**config.mk**
```make
export PLATFORM = sky130hd
export DESIGN_NAME = bus4_rr_arbiter
export DESIGN_NICKNAME = d
export VERILOG_FILES = /design/src/rtl/bus4_rr_arbiter_pkg.sv /design/src/rtl/bus4_rr_arbiter_rr_pick4.sv /design/src/rtl/bus4_rr_arbiter.sv
export SDC_FILE = /design/constraint.sdc
export NUM_CORES = 1
export LEC_CHECK = 0
export BUFFER_PORTS_ARGS = -buffer_cell sky130_fd_sc_hd__buf_2
export CAP_MARGIN = 20
export CORE_ASPECT_RATIO = 0.9
export CORE_MARGIN = 8
export CORE_UTILIZATION = 25
export CTS_CLUSTER_DIAMETER = 150
export DETAILED_ROUTE_END_ITERATION = 8
export PLACE_DENSITY = 0.43
export SLEW_MARGIN = 0
export SYNTH_ARGS = -nofsm -noshare
export SYNTH_HDL_FRONTEND = slang
export SYNTH_SLANG_ARGS = --single-unit
export TNS_END_PERCENT = 10
```
**constraint.sdc**
```tcl
create_clock -name Clock -period 2.25 [get_ports Clock]
set_input_delay 0.45 -clock Clock [delete_from_list [all_inputs] [get_ports Clock]]
set_output_delay 0.45 -clock Clock [all_outputs]
set_load 0.02 [all_outputs]
```
**src/rtl/bus4_rr_arbiter_pkg.sv**
```systemverilog
// Shared constants and state encoding for the four-way round-robin bus arbiter.
package bus4_rr_arbiter_pkg;

    localparam int NUM_REQ = 4;
    localparam int SEL_W   = 2;

    // 2'b11 is unused; the FSM falls back to IDLE if it ever appears.
    typedef enum logic [1:0] {
        ST_IDLE = 2'b00,
        ST_OWN  = 2'b01,
        ST_GAP  = 2'b10
    } arb_state_t;

    function automatic logic [NUM_REQ-1:0] onehot(input logic [SEL_W-1:0] idx);
        return NUM_REQ'(1) << idx;
    endfunction

endpackage

```
**src/rtl/bus4_rr_arbiter_rr_pick4.sv**
```systemverilog
// Rotating-priority picker: first requester after LastOwner (mod 4) wins.
module rr_pick4
    import bus4_rr_arbiter_pkg::*;
(
    input  logic [NUM_REQ-1:0] Req,
    input  logic [SEL_W-1:0]   LastOwner,
    output logic               Valid,
    output logic [SEL_W-1:0]   Idx
);

    logic [SEL_W-1:0] cand;

    always_comb begin
        Valid = 1'b0;
        Idx   = '0;
        cand  = '0;
        // Offset 4 wraps to LastOwner itself, so the previous owner is searched last.
        for (int i = 1; i <= NUM_REQ; i++) begin
            cand = LastOwner + SEL_W'(i);
            if (!Valid && Req[cand]) begin
                Valid = 1'b1;
                Idx   = cand;
            end
        end
    end

endmodule

```
**src/rtl/bus4_rr_arbiter.sv**
```systemverilog
// Round-robin owner FSM for a shared 4-input bus mux: one dead cycle between
// owners and an optional per-grant hold limit that preempts only under contention.
module bus4_rr_arbiter
    import bus4_rr_arbiter_pkg::*;
#(
    parameter int MaxHold = 8,
    parameter int CntBits = 4
) (
    input  logic               Clock,
    input  logic               Reset_n,
    input  logic [NUM_REQ-1:0] Req,
    output logic [NUM_REQ-1:0] Grant,
    output logic [SEL_W-1:0]   Sel,
    output logic               Enable,
    output logic               Preempt,
    output logic               Busy
);

    localparam bit                 HOLD_LIMITED = (MaxHold != 0);
    localparam logic [CntBits-1:0] HOLD_LAST    = CntBits'(MaxHold - 1);

    arb_state_t         state, state_nx;
    logic [SEL_W-1:0]   owner, owner_nx;
    logic [SEL_W-1:0]   last_owner, last_nx;
    logic [CntBits-1:0] hold_cnt, hold_nx;
    logic               preempt_q, preempt_nx;
    logic               pick_valid;
    logic [SEL_W-1:0]   pick_idx;
    logic               others_req;

    rr_pick4 u_pick (
        .Req       (Req),
        .LastOwner (last_owner),
        .Valid     (pick_valid),
        .Idx       (pick_idx)
    );

    assign others_req = |(Req & ~onehot(owner));

    always_comb begin
        state_nx   = state;
        owner_nx   = owner;
        last_nx    = last_owner;
        hold_nx    = hold_cnt;
        preempt_nx = 1'b0;
        case (state)
            ST_IDLE, ST_GAP: begin
                if (pick_valid) begin
                    state_nx = ST_OWN;
                    owner_nx = pick_idx;
                    last_nx  = pick_idx;
                    hold_nx  = '0;
                end else begin
                    state_nx = ST_IDLE;
                end
            end
            ST_OWN: begin
                // Release is checked first so a drop on the expiry cycle never preempts.
                if (!Req[owner]) begin
                    state_nx = ST_GAP;
                end else if (HOLD_LIMITED && hold_cnt == HOLD_LAST) begin
                    if (others_req) begin
                        state_nx   = ST_GAP;
                        preempt_nx = 1'b1;
                    end else begin
                        hold_nx = '0;
                    end
                end else if (hold_cnt != '1) begin
                    hold_nx = hold_cnt + 1'b1;
                end
            end
            default: state_nx = ST_IDLE;
        endcase
    end

    always_ff @(posedge Clock or negedge Reset_n) begin
        if (!Reset_n) begin
            state      <= ST_IDLE;
            owner      <= '0;
            last_owner <= SEL_W'(NUM_REQ - 1);
            hold_cnt   <= '0;
            preempt_q  <= 1'b0;
        end else begin
            state      <= state_nx;
            owner      <= owner_nx;
            last_owner <= last_nx;
            hold_cnt   <= hold_nx;
            preempt_q  <= preempt_nx;
        end
    end

    // Outputs decode registered state only, so reset clears them asynchronously.
    assign Enable  = (state == ST_OWN);
    assign Grant   = Enable ? onehot(owner) : '0;
    assign Sel     = Enable ? owner : '0;
    assign Busy    = (state == ST_OWN) || (state == ST_GAP);
    assign Preempt = preempt_q;

endmodule
```
# After elaboration in Yosys (flattened, before gate mapping)
# Index checks and enable logic that the tools add are counted.
# word_totals
ff_bits	11
# classes
n_addsub	4
n_lt_le_gt_ge	5
eq_ne	10
shifts	1
mux	35
bitwise	2
n_reduce_logical	14
# ops
operator	count
4-bit two-way mux	6
2-bit two-way mux	8
2-bit by 3-bit < comparator with 1-bit output (second input constant)	5
1-bit two-way mux	14
1-bit binary-select mux with 2-bit select	5
4-bit case mux with 2 select lines	1
3-bit != test (second input constant)	2
5-bit AND reduction	1
2-bit adder (second input constant)	2
4-bit by 1-bit adder with 4-bit output (second input constant)	1
4-bit bitwise AND	1
4-bit by 3-bit equality test with 1-bit output (second input constant)	1
4-bit != test (second input constant)	1
4-bit NOT	1
2-bit case mux with 2 select lines	1
2-bit AND reduction	2
4-bit OR reduction	1
1-bit by 2-bit left shift with 4-bit output (first input constant)	1
1-bit logical AND	3
1-bit logical NOT	3
3-bit by 1-bit != test with 1-bit output (second input constant)	1
3-bit by 2-bit != test with 1-bit output (second input constant)	1
2-bit by 1-bit adder with 2-bit output (second input constant)	1
2-bit by 1-bit equality test with 1-bit output (second input constant)	1
7 further kinds	7

# Logic depth before layout (Yosys ltp)
# Gate-level depths: netlist of run 1.
# depth
ltp_word	15
depth_mapped	7
mapped_depth_nobuf	7

# Cells and area by module
# Synthesis of run 1 repeated with hierarchy kept, for this count alone.
# hier_totals
hier_cells	92
hier_area_um2	808.3
# by_module_without_submodules
module	instances	cells_each	area_each_um2
bus4_rr_arbiter	1	78	716.9
rr_pick4	1	14	91.3

# Worst setup path before layout of run 1
# Ideal clock, no wire load.
# synth_path
kind	register to output
from	register state[1]
to	output port Grant[1]
arrival_time_ps	1560
required_ps	1800
path_slack_ps	240
stages_incl_launch_ff	5
n_path_buf	0
path_cell_list	dfrtp_1 > inv_1 > ha_1 > inv_1 > nor3b_1
# synth_via
elab_chain_cells	2
# synth_lines
element	line_no	text
start: declaration	bus4_rr_arbiter.sv:22	arb_state_t state, state_nx;
start signal: assignment	bus4_rr_arbiter.sv:84	state <= state_nx;
2-bit by 1-bit equality test with 1-bit output	bus4_rr_arbiter.sv:93	assign Enable = (state == ST_OWN);
named net Enable	bus4_rr_arbiter.sv:14	output logic Enable,
4-bit two-way mux	bus4_rr_arbiter.sv:94	assign Grant = Enable ? onehot(owner) : '0;
end: declaration	bus4_rr_arbiter.sv:12	output logic [NUM_REQ-1:0] Grant,
# The timed path passes the listed nets, and every way through them passes these cells.

# Worst setup path after layout of run 1
# layout_path
from	register state[1]
to	output port Grant[1]
# layout_via
elab_chain_cells	2
# layout_lines
element	line_no
2-bit by 1-bit equality test with 1-bit output	bus4_rr_arbiter.sv:93
4-bit two-way mux	bus4_rr_arbiter.sv:94
# Every way passes these cells.

==> results of run 1 <==
[routing by layer]
| layer | GRT usage, % | part of all wire, % | vias up |
|---|---|---|---|
| met5 | 0 | 0 | - |
| met4 | 1.92 | 0.88 | 0 |
| met3 | 3.90 | 7.6 | 2 |
| met2 | 10.7 | 45 | 20 |
| met1 | 9.53 | 47 | 330 |
| li1 | - | - | 343 |
[layout make-up]
class	instances	area, um2
fillers	345	2130
flip-flops and latches	11	278
clock buffers	3	22.5
inverters	7	26.3
multi-input cells	67	463
clock inverters	1	5.00
well taps	42	52.6
repair buffers	14	70.1
[state kept, by name, summed over array words and instances (netlist names)]
name        cells
state           2
owner           2
last_owner      2
hold_cnt        4
Preempt         1
[path summary, 6_finish.rpt]
path,endpoint,slack [ns]
setup / recovery,Grant[1],0.19
hold / removal,hold_cnt[1],0.03
setup reg to reg,hold_cnt[2],0.45
hold reg to reg,hold_cnt[0],0.52
max in group asynchronous,last_owner[0],1.95
min in group Clock,hold_cnt[0],0.52
[power by group]
group | internal, uW | switching (uW)
registers | 277 | 98.2
clock network | 66.0 | 79.3
logic | 252 | 350
[critical path: stages (launching register included)]
cell     delay [ns]
dfrtp_1        0.42
inv_1          0.09
ha_2           0.28
inv_1          0.15
nor3b_1        0.20
buf_2          0.19
[cell families after synthesis]
| kind of cell | count (synthesis) | share of synthesized area [%] |
|---|---|---|
| buffers and inverters | 10 | 6.35 |
| and+or+nand+nor | 36 | 23.5 |
| AOI/OAI and AO/OA | 22 | 20.3 |
| DFF | 11 | 35.2 |
| muxes | 4 | 6.67 |
| adders and majority gates | 5 | 7.94 |
[cells in the mapped netlist (3+ instances only)]
cell type / count
dfrtp_1: 9
nor2_1: 9
inv_1: 7
nand2_1: 6
a21oi_1: 5
ha_1: 5
and2_1: 3
mux2i_1: 3
nand3_1: 3
nor3b_1: 3
o21ai_0: 3
[metrics by stage]
stage | hold WS, ns | setup WS, ns | utilization (%)
2_1_floorplan | 0.154 | 0.240 | -
3_3_place_gp | 0.344 | 0.352 | 29.2
3_5_place_dp | 0.343 | 0.392 | 29.2
4_1_cts | 0.0351 | 0.0773 | 30.1
5_1_grt | 0.0403 | 0.0589 | 30.1
6_report | 0.0298 | 0.190 | 30.1
==> results by group, run 1 <==
Layout
  – Synthesis-to-layout area growth: 16.3%
  – # diodes: 0
  – Most frequent cells in the layout: 14 x buf_2, 9 x dfrtp_1, 9 x nor2_1
  – Fraction of final layout cells sized beyond drive strength 1: 25.2%
  – Commonest non-fill, non-tap cell in the layout: buf_2
  – Layout Cells excl Fill: 145
  – Nets: 115
  – Final Instance Area: 917 um2

Worst setup path
  – Critical Path RT: 1.80 ns
  – CP endpoint kind: output port
  – Worst Setup Path Type: flop to output port
  – Critical path fanouts, max: 10
  – R2R depth: 7
  – Reg2reg start: state[0]
  – CP startpoint: state[1]
  – Startpoint types: flop
  – WP data arrival: 1.61 ns

Placed design
  – Post-DP Area: 887 um2
  – Placed cells: 141
  – Port Buffer Count: 14
  – DP Wirelength: 1.42 mm
  – Gpl congestion: 0.861

Drt
  – Drt via density: 4.79
  – DRC errors left: 0
  – Post-DR wirelength/cell: 12.6 um
  – Vias: 695
  – First-pass DRT Iterations: 4
  – Drt total wl: 1.83 mm
  – DRT iter0 DRCs: 30
  – Final ANT Viol Nets: 0

Clock tree
  – TritonCTS Buffers: 3
  – CTS sink count: 11
  – Clock-pin slew on the worst setup and hold paths: 0.08 ns
  – Clk buf depth: 2
  – Worst-Skew Late Latency: 0.28 ns
  – CTS resizes: 0
  – Hold-fix buffers, CTS: 0
  – CTS tree: yes
  – H-tree depth: 1
  – Clock tree root buffer cell: clkbuf_4
  – Setup Fix Bufs, Post-CTS: 0

STA
  – Setup Skew: 0.00206 ns
  – Slew @ Worst Pin: 0.467 ns
  – Setup_tns: 0 ns
  – Slew headroom: 68.6%
  – FMAX: 485 MHz
  – Post-route minimum period: 2.06 ns
  – Max-slew violations: 0
  – RSZ-0062 raised after global routing: false
  – Setup-failing EPs final: 0
  – Fin. Hold Viols: 0
  – Part of the cycle the worst path needs: 91.6%

Floorplanning
  – Die Footprint: 0.00521 mm2
  – Core box area: 0.00304 mm2
  – Starting Density: 25.9%
  – I/O pin cnt: 15
  – Die height: 69.3 um
  – Std cell rows: 19
  – Die width: 75.2 um

Synthesis
  – Top FF cell, synth: dfrtp_1
  – Syn_area_per_cell: 8.96 um2
  – Register area share after synthesis: 35.2%
  – Yosys reg bits: 11
  – Synth Net Count: 99
  – Asr flop ratio synth: 100%
  – YS warnings: 0
  – Leading area contributor after synthesis: dfrtp_1
  – Synth area leaders: dfrtp_1 29%, ha_1 7.9%, dfstp_2 6.7%
  – Synth cell types: 36
  – Synth top area share: 28.6%
  – Mapped cell area: 788 um2
  – Post-Synthesis Cells: 88
  – Number of synthesized flops with an enable pin: 0

Power
  – Tot Pwr: 1120 uW
  – Max VDD drop: 0.000516 V
  – Leak: 0.000424 uW
  – Power Dens Cells: 1220 mW/mm2

Global route
  – Initial antenna violation count: 0
  – Largest net degree at the start of global routing: 12
  – Vias in the first global route: 670
  – Total gr overflow: 0
  – Gr usage total: 7.48%
  – First-pass GRT wire length: 3.09 mm

Outcome
  – Outcome: finished clean

Job
  – Max cap viols: 0

Hold path
  – Hold WC Path Type: input pin to async pin
(Power assumes the default switching activity.)
==> run 2, diff against run 1 <==
--- a/config.mk
+++ b/config.mk
@@ -7,7 +7,6 @@
 export LEC_CHECK = 0
 export BUFFER_PORTS_ARGS = -buffer_cell sky130_fd_sc_hd__buf_2
 export CAP_MARGIN = 20
-export CORE_ASPECT_RATIO = 0.9
 export CORE_MARGIN = 8
 export CORE_UTILIZATION = 25
 export CTS_CLUSTER_DIAMETER = 150
@@ -17,4 +16,3 @@
 export SYNTH_ARGS = -nofsm -noshare
 export SYNTH_HDL_FRONTEND = slang
 export SYNTH_SLANG_ARGS = --single-unit
-export TNS_END_PERCENT = 10
==> constraint.sdc (replaced) <==
create_clock -name Clock -period 2.25 [get_ports Clock]
set_input_delay 0.45 -clock Clock [delete_from_list [all_inputs] [get_ports Clock]]
set_output_delay 0.45 -clock Clock [all_outputs]
set_load 0.01 [all_outputs]
==> run 2 against run 1 <==
Cell count up 1.4%. Critical path type unchanged. Global-route usage up 0.61 points. Sequential share of layout area about the same. Utilization up 0.19 points. Clock skew about the same.
==> results by group, run 2 (synthesis gave the netlist of run 1 again) <==
Outcome
  – Outcome: finished clean

Job
  – Max cap viols: 0

Floorplanning
  – Std cell rows: 20
  – I/O pin cnt: 15
  – Die Footprint: 0.00521 mm2
  – Die height: 72.2 um
  – Core box area: 0.00303 mm2
  – Die width: 72.2 um
  – Starting Density: 26.0%

Worst setup path
  – Startpoint types: flop
  – Critical Path RT: 1.80 ns
  – Worst Setup Path Type: flop to output port
  – R2R depth: 7
  – CP startpoint: state[1]
  – Critical path fanouts, max: 10
  – WP data arrival: 1.54 ns
  – Reg2reg start: state[0]
  – CP endpoint kind: output port

Drt
  – Vias: 662
  – First-pass DRT Iterations: 4
  – DRC errors left: 0
  – Drt total wl: 1.83 mm
  – DRT iter0 DRCs: 21
  – Drt via density: 4.50
  – Post-DR wirelength/cell: 12.4 um
  – Final ANT Viol Nets: 0

Placed design
  – DP Wirelength: 1.48 mm
  – Dpl ws: 0.382 ns
  – Gpl congestion: 0.720
  – Port Buffer Count: 14

Layout
  – Layout fillers: 338
  – Synthesis-to-layout area growth: 16.5%
  – Commonest non-fill, non-tap cell in the layout: buf_2
  – Most frequent cells in the layout: 14 x buf_2, 9 x dfrtp_1, 9 x nor2_1
  – Fraction of final layout cells sized beyond drive strength 1: 24.3%
  – Max FFs per register: 4
  – # diodes: 0
  – Nets: 115
  – Biggest register: hold_cnt

Clock tree
  – Clock tree root buffer cell: clkbuf_4
  – Worst-Skew Late Latency: 0.27 ns
  – CTS tree: yes
  – TritonCTS Buffers: 3
  – Hold-fix buffers, CTS: 0
  – Clk buf depth: 2
  – Clock-pin slew on the worst setup and hold paths: 0.07 ns
  – H-tree depth: 1
  – CTS sink count: 11

STA
  – Max-slew violations: 0
  – Slew @ Worst Pin: 0.433 ns
  – Part of the cycle the worst path needs: 88.6%
  – Setup Skew: 0.00181 ns
  – Slew headroom: 70.9%
  – Post-route minimum period: 1.99 ns
  – Setup ws final: 0.256 ns
  – Fin. Hold Viols: 0
  – RSZ-0062 raised after global routing: false
  – Setup_tns: 0 ns
  – Setup-failing EPs final: 0
  – FMAX: 501 MHz

Global route
  – Total gr overflow: 0
  – Largest net degree at the start of global routing: 12
  – Gr usage total: 8.09%
  – First-pass GRT wire length: 3.24 mm
  – Vias in the first global route: 666
  – Initial antenna violation count: 0

Hold path
  – Hold WC Path Type: input pin to async pin

Power
  – Tot Pwr: 1060 uW
  – Max VDD drop: 0.000357 V
  – Leak: 0.000421 uW
  – Power Dens Cells: 1150 mW/mm2
-- run 2: timing repair --
item | CTS | global route
gates resized for setup | 0 | 1
buffers inserted | 0 | 0
endpoints found under the setup margin | 0 | 2
endpoints found under the hold margin | 0 | 0
-- run 2: final timing paths --
check	to	slack, ns
max	Grant[1]	0.26
min	hold_cnt[0]	0.05
max reg2reg	hold_cnt[2]	0.46
min reg2reg	hold_cnt[0]	0.51
max in group asynchronous	last_owner[1]	1.93
min in group Clock	hold_cnt[0]	0.51
-- run 2: critical path, cell delays in order (launching register included) --
cell and delay, ns:
dfrtp_1 0.41, inv_1 0.09, ha_2 0.28, inv_1 0.15, nor3b_1 0.20, buf_2 0.15
-- run 2: through the flow --
step	hold slack (ns)	std cells	util [%]	cell area, um2
final	0.0491	147	30.3	918
after floorplan	0.154	88	-	788
after global placement	0.350	143	29.4	890
after global routing	0.0510	147	30.3	918
after detailed placement	0.349	143	29.4	890
after CTS	0.0482	147	30.2	916
-- run 2: where the power goes --
part           internal (uW)  switching (uW)  total, uW
clock network           68.6            65.7        134
registers                277            89.1        366
logic                    250             305        556
total                    596             460       1060
-- run 2: cell type report --
cell class	count	area, um2	share of cell area [%]
clock buffer	4	26.3	2.86
inverter	7	26.3	2.86
multi-input combinational	67	463	50.4
sequential	11	278	30.2
tap	44	55.1	5.99
timing repair buffer	14	70.1	7.63
-- run 2: routing by layer --
metal / share of wire [%] / track usage (%) / up-vias
met5: 0 / 0 / -
met4: 0.60 / 3.40 / 0
met3: 5.4 / 3.58 / 2
met2: 49 / 12.3 / 7
met1: 45 / 9.57 / 309
li1: - / - / 344
